**config.mk**
```make
export PLATFORM = sky130hd
export DESIGN_NAME = seg_fault_sequencer
export DESIGN_NICKNAME = d
export VERILOG_FILES = /design/src/rtl/seg_fault_sequencer_pkg.sv /design/src/rtl/seg_fault_drain_ctr.sv /design/src/rtl/seg_fault_sequencer.sv
export SDC_FILE = /design/constraint.sdc
export NUM_CORES = 1
export LEC_CHECK = 0
export BUFFER_PORTS_ARGS = -buffer_cell sky130_fd_sc_hd__buf_2
export CORE_UTILIZATION = 40
export DETAILED_ROUTE_END_ITERATION = 7
export HOLD_SLACK_MARGIN = 0.05
export PLACE_DENSITY = 0.82
export REMOVE_ABC_BUFFERS = 1
export SLEW_MARGIN = 20
export SYNTH_ARGS = -nofsm -noshare
export SYNTH_HDL_FRONTEND = slang
export SYNTH_SLANG_ARGS = --single-unit
```
**constraint.sdc**
```tcl
create_clock -name CLK -period 1.4 [get_ports CLK]
set_input_delay 0.28 -clock CLK [delete_from_list [all_inputs] [get_ports CLK]]
set_output_delay 0.28 -clock CLK [all_outputs]
set_load 0.02 [all_outputs]
```
**src/rtl/seg_fault_sequencer_pkg.sv**
```systemverilog
// Shared state encodings, default constants and segment IDs for the segment-fault
// sequencer and the AG-stage limit checker.
package seg_fault_sequencer_pkg;

    typedef enum logic [1:0] {
        ST_IDLE     = 2'b00,
        ST_DRAIN    = 2'b01,
        ST_FLUSH    = 2'b10,
        ST_REDIRECT = 2'b11
    } seq_state_e;

    typedef enum logic [2:0] {
        SEG_ES = 3'b000,
        SEG_CS = 3'b001,
        SEG_SS = 3'b010,
        SEG_DS = 3'b011,
        SEG_FS = 3'b100,
        SEG_GS = 3'b101
    } seg_id_e;

    localparam logic [31:0] GP_HANDLER_EIP_DEF = 32'h0000_0D00;
    localparam logic [7:0]  GP_VECTOR_DEF      = 8'd13;
    localparam int unsigned DRAIN_W            = 4;

endpackage

```
**src/rtl/seg_fault_drain_ctr.sv**
```systemverilog
// 4-bit loadable down-counter; o_term flags the last drain cycle (count == 1).
module seg_fault_drain_ctr
    import seg_fault_sequencer_pkg::*;
(
    input  logic               i_clk,
    input  logic               i_rst,
    input  logic               i_load,
    input  logic [DRAIN_W-1:0] i_load_val,
    input  logic               i_en,
    output logic               o_term
);

    logic [DRAIN_W-1:0] r_count;

    always_ff @(posedge i_clk or posedge i_rst) begin
        if (i_rst) begin
            r_count <= '0;
        end else if (i_load) begin
            r_count <= i_load_val;
        end else if (i_en && (r_count != '0)) begin
            r_count <= r_count - 1'b1;
        end
    end

    assign o_term = (r_count == DRAIN_W'(1));

endmodule

```
**src/rtl/seg_fault_sequencer.sv**
```systemverilog
// #GP sequencer for AG-stage segment limit faults: stall, drain, flush, redirect.
// Optional macro SEG_FAULT_CNT_EN adds a saturating FAULT_CNT redirect counter.
module seg_fault_sequencer
    import seg_fault_sequencer_pkg::*;
#(
    parameter int unsigned  DRAIN_CYCLES   = 3,
    parameter logic [31:0]  GP_HANDLER_EIP = GP_HANDLER_EIP_DEF,
    parameter logic [7:0]   GP_VECTOR      = GP_VECTOR_DEF
)(
    input  logic        CLK,
    input  logic        RST,
    input  logic        V_AG,
    input  logic        EXC_SEG,
    input  logic        STALL_AG,
    input  logic [31:0] EIP_AG,
    input  logic        DOWN_STALL,
    output logic        FE_STALL,
    output logic        FLUSH,
    output logic        LD_EIP,
    output logic [31:0] HANDLER_EIP,
    output logic [31:0] FAULT_EIP,
    output logic [7:0]  FAULT_VEC,
    output logic        FAULT_PEND
`ifdef SEG_FAULT_CNT_EN
    ,
    output logic [15:0] FAULT_CNT
`endif
);

    seq_state_e  r_state;
    seq_state_e  w_next;
    logic        w_cap;
    logic        w_drain_en;
    logic        w_drain_last;
    logic [31:0] r_handler_eip;
    logic [31:0] r_fault_eip;
    logic [7:0]  r_fault_vec;
    logic        r_fault_pend;

    assign w_cap      = (r_state == ST_IDLE) & V_AG & EXC_SEG & ~STALL_AG;
    assign w_drain_en = (r_state == ST_DRAIN) & ~DOWN_STALL;

    seg_fault_drain_ctr u_drain_ctr (
        .i_clk      (CLK),
        .i_rst      (RST),
        .i_load     (w_cap),
        .i_load_val (DRAIN_W'(DRAIN_CYCLES)),
        .i_en       (w_drain_en),
        .o_term     (w_drain_last)
    );

    always_ff @(posedge CLK or posedge RST) begin
        if (RST) begin
            r_state <= ST_IDLE;
        end else begin
            r_state <= w_next;
        end
    end

    always_comb begin
        w_next = r_state;
        case (r_state)
            ST_IDLE:     if (w_cap) w_next = ST_DRAIN;
            ST_DRAIN:    if (w_drain_last && !DOWN_STALL) w_next = ST_FLUSH;
            ST_FLUSH:    w_next = ST_REDIRECT;
            ST_REDIRECT: w_next = ST_IDLE;
            default:     w_next = ST_IDLE;
        endcase
    end

    // The cap term holds the faulting instruction in AG during the capture cycle.
    always_comb begin
        FE_STALL = w_cap | (r_state == ST_DRAIN) | (r_state == ST_FLUSH);
        FLUSH    = (r_state == ST_FLUSH);
        LD_EIP   = (r_state == ST_REDIRECT);
    end

    always_ff @(posedge CLK or posedge RST) begin
        if (RST) begin
            r_fault_eip   <= '0;
            r_fault_vec   <= '0;
            r_fault_pend  <= 1'b0;
            r_handler_eip <= '0;
        end else begin
            if (w_cap) begin
                r_fault_eip  <= EIP_AG;
                r_fault_vec  <= GP_VECTOR;
                r_fault_pend <= 1'b1;
            end else if (r_state == ST_REDIRECT) begin
                r_fault_pend <= 1'b0;
            end
            r_handler_eip <= (w_next == ST_REDIRECT) ? GP_HANDLER_EIP : '0;
        end
    end

    assign HANDLER_EIP = r_handler_eip;
    assign FAULT_EIP   = r_fault_eip;
    assign FAULT_VEC   = r_fault_vec;
    assign FAULT_PEND  = r_fault_pend;

`ifdef SEG_FAULT_CNT_EN
    logic [15:0] r_fault_cnt;

    always_ff @(posedge CLK or posedge RST) begin
        if (RST) begin
            r_fault_cnt <= '0;
        end else if ((r_state == ST_REDIRECT) && (r_fault_cnt != '1)) begin
            r_fault_cnt <= r_fault_cnt + 1'b1;
        end
    end

    assign FAULT_CNT = r_fault_cnt;
`endif

endmodule

```
# --- After elaboration in Yosys (flattened, before gate mapping) ---
# Index checks and enable logic that the tools add are counted.
word_totals:
  ff_bits: 52
  in_bits: 38
  output_inout_bits: 76
  elab_cells: 35
op_classes:
  add_sub_neg: 1
  eq_ne: 5
  muxes: 8
  bitwise_logic: 8
  n_reduce_logical: 7
op_table:
  columns: ["cell", "count"]
  rows:
  - ["12-bit 2-to-1 mux", 1]
  - ["4-bit 2-to-1 mux", 2]
  - ["2-bit one-hot mux with 4 select lines", 1]
  - ["2-bit == test (second input constant)", 3]
  - ["1-bit AND", 4]
  - ["4-bit by 1-bit == test with 1-bit output (second input constant)", 1]
  - ["2-bit 2-to-1 mux", 2]
  - ["2-bit nonzero test", 2]
  - ["4-bit nonzero test", 1]
  - ["4-bit by 1-bit subtractor with 4-bit output (second input constant)", 1]
  - ["2-bit by 1-bit == test with 1-bit output (second input constant)", 1]
  - ["1-bit logical AND", 2]
  - ["2-bit logical NOT", 1]
  - ["1-bit 2-to-1 mux", 2]
  - ["1-bit NOT", 2]
  - ["1-bit bitwise OR", 2]
  - ["1-bit logical NOT", 1]

# --- Logic depth before layout (Yosys ltp) ---
logic_depth:
  depth_word: 8
  ltp_mapped: 5
  ltp_nobuf: 5

# --- Hierarchy ---
# From an unflattened synthesis, not the netlist that was laid out.
unflattened:
  cells_unflattened: 159
  hier_area_um2: 2124.5
modules_own_cells:
  columns: ["module", "instances", "cells_each", "area_each_um2", "seq_area_each_um2"]
  rows:
  - ["seg_fault_sequencer", 1, 129, 1838.0, 925.9]
  - ["seg_fault_drain_ctr", 1, 30, 286.5, 100.1]

# --- Worst setup path before layout ---
# OpenSTA, ideal clock, no wires.
synth_timing:
  path_kind: "reg2reg"
  startpoint: "reg u_drain_ctr.r_count[0]"
  endpoint: "reg u_drain_ctr.r_count[2]"
  setup_ns: 0.119
  arrival_time_ns: 1.347
  required_ns: 1.281
  slack_ns: -0.066
  stages_incl_launch_ff: 6
  n_path_buf: 0
  path_cell_list: "dfrtp_1 > inv_1 > ha_1 > or3b_1 > and4b_1 > o21a_1"
synth_between:
  elab_chain_len: 3
synth_lines:
  columns: ["element", "line", "text"]
  rows:
  - ["from (decl)", "seg_fault_drain_ctr.sv:13", "logic [DRAIN_W-1:0] r_count;"]
  - ["from (signal assigned)", "seg_fault_drain_ctr.sv:19", "r_count <= i_load_val;"]
  - ["from (signal assigned)", "seg_fault_drain_ctr.sv:21", "r_count <= r_count - 1'b1;"]
  - ["4-bit by 1-bit subtractor with 4-bit output / 4-bit nonzero test (equally long branches)", "seg_fault_drain_ctr.sv:21, seg_fault_drain_ctr.sv:20", null]
  - ["4-bit 2-to-1 mux / 1-bit logical AND (equally long branches)", "seg_fault_drain_ctr.sv:20", "end else if (i_en && (r_count != '0)) begin"]
  - ["4-bit 2-to-1 mux / 2-bit nonzero test (equally long branches)", null, null]
# Parallel ways exist; a longest one is shown, timed or not. The select of a mux whose other input is x is not followed.
# A chain may end at the register's enable or synchronous reset.

# --- Worst setup path in the final report ---
layout_timing:
  startpoint: "reg u_drain_ctr.r_count[1]"
  endpoint: "reg u_drain_ctr.r_count[2]"
# The elaborated chain is that of the path after synthesis.

==> impl_metrics.csv <==
group,metric,value,unit
status,status,"finished, violations left",
status,violations,"negative setup slack",
floorplan,core,4848,um^2
drt,drc,0,
critical_path,crit_start,"u_drain_ctr.r_count[1]",
timing,finalSetupViolations,5,
global_route,grt_max_degree,42,
global_route,grt_pass1_vias,1157,
timing,timing.fmax,0.6812,GHz
synthesis,synth_cell_type_count,28,
finish,final_util,0.5381,
clocking,path_clk_slew,0.08,ns
floorplan,die_w,73.97,um
timing,final-hold-violation-count,0,
power_and_ir_drop,power_density,803.4,nW/um^2
floorplan,die_area,5472,um^2
synthesis,synth-seq-cells,41,
critical_path,cp_slowest_cell,"or3b_4",
synthesis,synth_top_area_share,0.4952,
placement,place_area,2440,um^2
critical_path,crit_buf_inv,1,
placement,portBuffers,79,
synthesis,yosysTopAreaCell,"dfrtp_1",
placement,place.gp.congestion,0.6740,
drt,vias,1312,
hold_path,min_path_type,"input pin to flip-flop",
timing,timing.hold.ws,0.2191,ns
timing,finalCritPeriodShare,1.049,
floorplan,start_util,0.4274,
critical_path,cp-start-kind,"flip-flop",
drt,drt-initial-drc-count,23,
timing,rsz0062_at_grt,"yes",
timing,fin_crit,1.468,ns
drt,wirelength,3.601,mm
synthesis,syn_area_per_cell,13.72,um^2
power_and_ir_drop,p_leak,1.594,nW
critical_path,r2r-start,"u_drain_ctr.r_count[1]",
synthesis,yosys-top-cells-area,"dfrtp_1 50%, mux2_4 18%, buf_4 14%",
finish,layout.nets,283,
synthesis,synthesis.instances,151,
clocking,cts_max_level,2,
synthesis,synth_common_cells,"41 x dfrtp_1, 38 x buf_4, 25 x mux2_4",
timing,setup-tns-final,-0.1801,ns
critical_path,worstPathMaxFanout,6,
synthesis,synth-edff-count,0,
critical_path,slowest_delay,0.40,ns
power_and_ir_drop,power.total,2.096,mW
critical_path,critPathArrivalTime,1.64,ns
placement,dp_hpwl,2.510,mm
critical_path,r2r_cells,5,
clocking,cts_num_sinks,41,
global_route,grt_usage,0.1262,
timing,clock_skew,0.002873,ns
synthesis,synth_warnings,0,
synthesis,async_flop_share,1.000,
placement,pre_cts_slack,-0.09670,ns
clocking,root_buffer,"clkbuf_8",
placement,place_inst,297,
timing,finalMaxSlewViolations,0,
global_route,grt_pass1_wl,5.188,mm
job,max_cap_viol_count,0,
power_and_ir_drop,peakVddDrop,0.4245,mV
floorplan,die_h,73.97,um
critical_path,r2r_setup_slack,-0.07,ns
critical_path,critPathCaptureType,"flip-flop",
synthesis,seq_area_frac_synth,0.4952,
hold_path,hold-path-cell-count,2,
clocking,worstSkewPairLatency,0.28,ns
finish,drive_gt1_frac,0.5967,
clocking,clock_path_buffers,2,
finish,fillCellCount,426,
critical_path,crit_family,"simple AND/OR/NAND/NOR gates",
timing,fin_ws,-0.06811,ns
synthesis,ys.flop_type,"dfrtp_1",
clocking,cts_buffers,5,
global_route,antenna_found_initial,0,
floorplan,core.rowCount,25,
finish,design_area,2609,um^2
finish,area_delta_synth_final,25.91,%
critical_path,crit_chain,"inv_2 -> ha_4 -> or3b_4 -> and4b_1 -> o21a_1",
synthesis,synth.most_common_cell,"dfrtp_1",
hold_path,min_from,"EIP_AG[12]",
global_route,grt_overflow,0,
synthesis,netlist_area,2072,um^2
drt,ant_nets,0,
drt,vias_per_cell,4.232,
floorplan,pin_count,114,
finish,final_cells,310,
critical_path,path_class,"flip-flop to flip-flop",
drt,dr.pass1.iters,4,
hold_path,whs_endpoint,"FAULT_EIP[12]",
critical_path,critPathRequiredTime,1.58,ns
clocking,cts_tree,"done",
finish,diodes,0,
critical_path,r2r-end,"u_drain_ctr.r_count[2]",
drt,wire_per_inst,11.62,um
==> where the power goes <==
part           internal, mW  switching [mW]
logic                0.0515           0.125
registers              1.18               0
clock network         0.344           0.392
total                  1.58           0.518
==> placed cells by master, fill, tap and decap left out, types with 2 or more instances in the layout <==
master	Yosys	routed
buf_2	0	78
dfrtp_1	41	40
conb_1	1	34
mux2_4	25	25
buf_4	38	12
mux2_2	7	7
clkbuf_8	0	5
nand2b_1	4	3
a21oi_1	3	2
and3_1	2	2
o21ai_0	3	2
inv_2	0	2
ha_1	3	2
clkinv_2	0	2
buf_12	0	2
==> worst reg2reg max path, cell delays in order (launching register included) <==
cell,delay (ns)
dfrtp_1,0.39
inv_2,0.08
ha_4,0.13
or3b_4,0.40
and4b_1,0.19
o21a_1,0.17
==> worst max path at each step <==
stage,slack [ns],end,cells past startpoint
2_1_floorplan,-0.79,FAULT_EIP[10],3
3_3_place_gp,-0.05,u_drain_ctr.r_count[2],5
3_5_place_dp,-0.1,u_drain_ctr.r_count[2],5
4_1_cts,-0.06,u_drain_ctr.r_count[2],5
5_1_grt,-0.13,u_drain_ctr.r_count[2],5
6_report,-0.07,u_drain_ctr.r_count[2],5
==> sequential cells by signal, summed over array words and instances (netlist names) <==
name                 count
FAULT_VEC                1
FAULT_EIP               32
r_state                  2
FAULT_PEND               1
HANDLER_EIP              1
u_drain_ctr.r_count      4
==> per-layer routing <==
layer	vias to the layer above	part of all wire	global-route usage
li1	618	-	-
met1	620	0.43	0.1503
met2	72	0.50	0.2182
met3	2	0.067	0.04336
met4	0	0.0033	0.03205
met5	-	0	0
==> layout make-up <==
cell class / instances / area [um^2] / share of cell area
multi-input combinational: 97 / 865.8 / 0.3319
inverter: 4 / 15.01 / 0.005755
clock inverter: 3 / 17.52 / 0.006715
clock buffer: 5 / 68.82 / 0.02638
sequential: 41 / 1027 / 0.3938
timing repair buffer: 93 / 530.5 / 0.2034
tap: 67 / 83.83 / 0.03213
==> what timing repair did <==
action	CTS	global route
hold endpoints to repair	41	0
resized for setup	7	7
pin swaps	2	1
hold buffers	1	0
endpoints found under the setup margin	8	21
buffers inserted	4	1
==> cell families (layout without fill, tap and decap cells) <==
group	count (synthesis)	after routing	share of synthesized area
buffers and inverters	46	105	0.1667
DFF	41	41	0.4952
and+or+nand+nor	16	16	0.06159
muxes	33	33	0.2240
adders and majority gates	3	3	0.01812
other	1	34	0.001810
AOI/OAI and AO/OA	11	11	0.03261
Power figures use the tool's default switching activity.
